## src/rtl/multiplier_divider.sv

```systemverilog
// rtl/multiplier_divider.sv - sequential unsigned 32-bit restoring divider
// One quotient bit per clock; results held in output registers until the next result.
module multiplier_divider (
  input  logic        clock,
  input  logic        reset_n,
  input  logic        start,
  input  logic [31:0] in1,
  input  logic [31:0] in2,
  output logic        ready,
  output logic        done,
  output logic [31:0] quotient,
  output logic [31:0] remainder,
  output logic        div_zero
);

  typedef enum logic [1:0] {IDLE, BUSY, DONE} state_t;

  state_t      state_q;
  logic [31:0] dq_q;
  logic [31:0] divisor_q;
  logic [32:0] prem_q;
  logic [5:0]  cnt_q;
  logic        ready_q;
  logic        done_q;
  logic [31:0] quot_q;
  logic [31:0] rem_q;
  logic        dz_q;

  logic [33:0] trial_d;
  logic [33:0] diff_d;
  logic        qbit_d;
  logic [32:0] prem_d;
  logic [31:0] dq_d;

  // prem_q[32] is always zero between iterations; it rides along as the guard bit of the compare.
  always_comb begin
    trial_d = {prem_q, dq_q[31]};
    diff_d  = trial_d - {2'b00, divisor_q};
    qbit_d  = ~diff_d[33];
    prem_d  = qbit_d ? diff_d[32:0] : trial_d[32:0];
    dq_d    = {dq_q[30:0], qbit_d};
  end

  always_ff @(posedge clock or negedge reset_n) begin
    if (!reset_n) begin
      state_q   <= IDLE;
      dq_q      <= '0;
      divisor_q <= '0;
      prem_q    <= '0;
      cnt_q     <= '0;
      ready_q   <= 1'b1;
      done_q    <= 1'b0;
      quot_q    <= '0;
      rem_q     <= '0;
      dz_q      <= 1'b0;
    end else begin
      done_q <= 1'b0;
      case (state_q)
        IDLE, DONE: begin
          if (start) begin
            dq_q      <= in1;
            divisor_q <= in2;
            prem_q    <= '0;
            cnt_q     <= '0;
            if (in2 == 32'd0) begin
              state_q <= DONE;
              ready_q <= 1'b1;
              done_q  <= 1'b1;
              quot_q  <= 32'hFFFF_FFFF;
              rem_q   <= in1;
              dz_q    <= 1'b1;
            end else begin
              state_q <= BUSY;
              ready_q <= 1'b0;
            end
          end else begin
            state_q <= IDLE;
            ready_q <= 1'b1;
          end
        end
        BUSY: begin
          dq_q   <= dq_d;
          prem_q <= prem_d;
          cnt_q  <= cnt_q + 6'd1;
          if (cnt_q == 6'd31) begin
            state_q <= DONE;
            ready_q <= 1'b1;
            done_q  <= 1'b1;
            quot_q  <= dq_d;
            rem_q   <= prem_d[31:0];
            dz_q    <= 1'b0;
          end
        end
        default: begin
          state_q <= IDLE;
          ready_q <= 1'b1;
        end
      endcase
    end
  end

  assign ready     = ready_q;
  assign done      = done_q;
  assign quotient  = quot_q;
  assign remainder = rem_q;
  assign div_zero  = dz_q;

endmodule

```

## config.mk

```make
export PLATFORM = sky130hd
export DESIGN_NAME = multiplier_divider
export DESIGN_NICKNAME = d
export VERILOG_FILES = /design/src/rtl/multiplier_divider.sv
export SDC_FILE = /design/constraint.sdc
export NUM_CORES = 1
export LEC_CHECK = 0
export CORE_MARGIN = 10
export CORE_UTILIZATION = 44
export DETAILED_ROUTE_END_ITERATION = 8
export GPL_ROUTABILITY_DRIVEN = 0
export PLACE_DENSITY = 0.64
export SYNTH_ARGS = -nofsm -noshare
export SYNTH_HDL_FRONTEND = slang
export SYNTH_SLANG_ARGS = --single-unit
```

## constraint.sdc

```tcl
create_clock -name clock -period 7.54 [get_ports clock]
set_input_delay 1.885 -clock clock [delete_from_list [all_inputs] [get_ports clock]]
set_output_delay 1.885 -clock clock [all_outputs]
set_load 0.005 [all_outputs]
```

==> flow_summary.ini <==
[run_status]
status = complete, no violations

[power]
ir_drop_v = 0.000349
cellPowerDensity_nw_per_um2 = 540
leakage_nw = 4.63
totalPowerFinal_w = 0.00610

[critical_path]
reg2reg_from = prem_q[3]
end_kind = register
cp-start-kind = input port
rrSetupSlack_ps = 3530
arrival_ps = 4830
crit_fanout = 96
worst-endpoint-required_ps = 7890
crit-reg2reg-capture = prem_q[23]
ff2ff_path_depth = 9
crit_type = in -> reg

[global_routing]
grt_pass1_wl_mm = 42.6
antenna_found_initial = 0
grt_pass1_vias = 7988
grt.total_usage_pct = 19.6
grt_max_degree = 98
grt_overflow = 0

[sta]
skew_ps = 16.8
final-setup-viol-count = 0
max_freq_ghz = 0.223
finalHoldViolCount = 0
fin_crit_sh_pct = 59.4
relSlewSlack_pct = 34.3
finalSetupTns_ps = 0
rsz0062_at_grt = false
report.final.slew_viol_count = 0
period_needed_ps = 4480
max_slew.worst_pin.slew_ps = 985

[clocking]
worstSkewPairLatency_ps = 440
clk_pin_slew_worst_paths_ps = 70
h-tree-depth = 4
cts_sinks = 172
hold_buffers = 0
clockBufferDepth = 2
cts_tree = built
cts_setup_buffers = 0
cts_inserted_buffers = 17
cts-resized-gates = 0
root_buffer = clkbuf_16

[logic_synthesis]
yosysUniqueCellTypes = 76
synth_edf_count = 0
synthArstFlopShare_pct = 100
yosysSeqAreaShare_pct = 46.5
synth_seq_cells = 172
synth-main-ff-cell = dfrtp_1
synth_warnings = 0
synth.avg_cell_area_sq_um = 8.73
synth.largest_area_cell = dfrtp_1
syn_inst = 1060
yosys.area.top_type_share_pct = 46.3
syn_area_sq_um = 9250
syn_nets = 1161
synth_area_leaders = dfrtp_1 (46%), nand2_1 (7.5%), a21oi_1 (5.3%)

[worst_hold_path]
hold_depth = 1
min_to = cnt_q[5]
hp-class = reg -> reg
hold_start = cnt_q[5]

[drt]
finalWirelength_mm = 26.4
drc = 0
drtPass1Iterations = 5
num_vias = 8030
vias_per_cell = 5.59
wl_per_cell_microns = 18.4
antenna_left = 0
drt_iter0_markers = 678

[floorplanning]
ios = 134
core_area_sq_um = 20400
start_util_pct = 45.3
rows = 52
dieArea_sq_um = 27200
dieHeight_microns = 165
die_x_microns = 165

[final_layout]
layout-drive-gt1-share_pct = 6.43
area_delta_synth_final_pct = 22.0
diodes = 0
nNetsFinal = 1254
fillers = 1888
final_util_pct = 55.2

[flow_run]
drv_cap = 0

[place]
numPortBuffers = 133
dp_hpwl_mm = 19.2
-- how the worst max path moves through the flow --
stage | cells past startpoint | to | slack [ps] | start
3_3_place_gp | 10 | remainder[26] | 2590 | in2[7]
2_1_floorplan | 9 | quotient[10] | 3990 | in2[28]
4_1_cts | 10 | remainder[26] | 3030 | in2[7]
5_1_grt | 10 | remainder[24] | 2810 | in2[7]
6_report | 10 | remainder[26] | 3060 | in2[8]
3_5_place_dp | 10 | remainder[26] | 2610 | in2[7]
-- worst max-delay path, stage by stage --
cell and delay, ps:
clkdlybuf4s50_1 420, nor4_1 330, nand4_1 200, nor3_1 360, nand2_1 90, buf_4 270, nand2_4 730, o22a_1 260
o31ai_1 60, a31oi_1 160
-- per-layer routing --
metal	wire length, microns	global-route usage [%]	vias up
met4	486	5.27	0
met5	0	0	-
li1	-	-	3927
met1	11500	24.8	3858
met3	1280	3.93	34
met2	13100	33.4	211
-- state kept, by name, summed over array words and instances, names as in the netlist --
name and count:
divisor_q 32, div_zero 1, done 1, ready 1, state_q 2, dq_q 32, prem_q 33, remainder 32
cnt_q 6, quotient 32
-- Yosys cell counts, drive strengths merged (3+ instances only) --
library cell,instances
nand2,187
dfrtp,171
nor2,111
a21oi,101
o21ai,87
a31oi,46
clkbuf,44
inv,43
ha,33
buf,24
nand3,22
xnor2,17
a22oi,15
nor3,12
o22ai,12
nor4,11
nand4,10
mux2i,9
nand2b,9
o21a,7
xor2,7
a21o,6
o31ai,6
o211ai,5
or3,5
a211o,4
a32oi,4
and2,4
a221oi,3
a311oi,3
nor2b,3
o22a,3
o41ai,3
-- power by group --
group          total (W)  switching (W)  internal [W]
combinational    0.00365        0.00217       0.00148
clock           0.000860       0.000420      0.000440
sequential       0.00159       0.000260       0.00133
-- final cells by class --
class	instances	area [sq um]	area share, %
flip-flops and latches	172	4310	38.2
multi-input cells	777	4500	39.9
clock inverters	15	149	1.32
inverters	43	161	1.43
repair buffers	142	1400	12.4
well taps	270	338	2.99
clock buffers	17	425	3.77
-- layout by cell type (no fill, tap or decap), drive strengths merged, types with 4 or more instances in the layout --
master	Yosys	final
a211o	4	4
inv	43	51
buf	24	10
a21oi	101	101
nand2	187	187
a32oi	4	4
ha	33	33
a21o	6	6
clkdlybuf4s50	0	132
nand4	10	10
clkbuf	44	17
xnor2	17	17
nor4	11	11
and2	4	4
o22ai	12	12
nand3	22	22
nor2	111	111
a22oi	15	15
o211ai	5	5
clkinv	0	4
nand2b	9	9
or3	5	5
o31ai	6	6
xor2	7	7
nor3	12	12
a31oi	46	46
o21ai	87	87
dfrtp	171	171
o21a	7	7
mux2i	9	9
-- stage by stage --
step | instance area (sq um) | hold WS [ps] | worst slack (ps) | instances
after floorplan | 9250 | 448 | 3990 | 1060
after detailed placement | 10700 | 483 | 2610 | 1404
after global placement | 10700 | 467 | 2590 | 1404
after CTS | 11300 | 496 | 3030 | 1436
after global routing | 11300 | 519 | 2810 | 1436
final | 11300 | 495 | 3060 | 1436
-- cell families after synthesis --
group | Yosys count | synth area share [%]
DFF | 172 | 46.5
AOI/OAI and AO/OA | 327 | 22.6
muxes | 11 | 1.30
xor gates and xnor gates | 24 | 2.27
and+or+nand+nor | 381 | 17.6
adders and majority gates | 34 | 4.68
buffers and inverters | 111 | 5.00
Power figures use the tool's default switching activity.
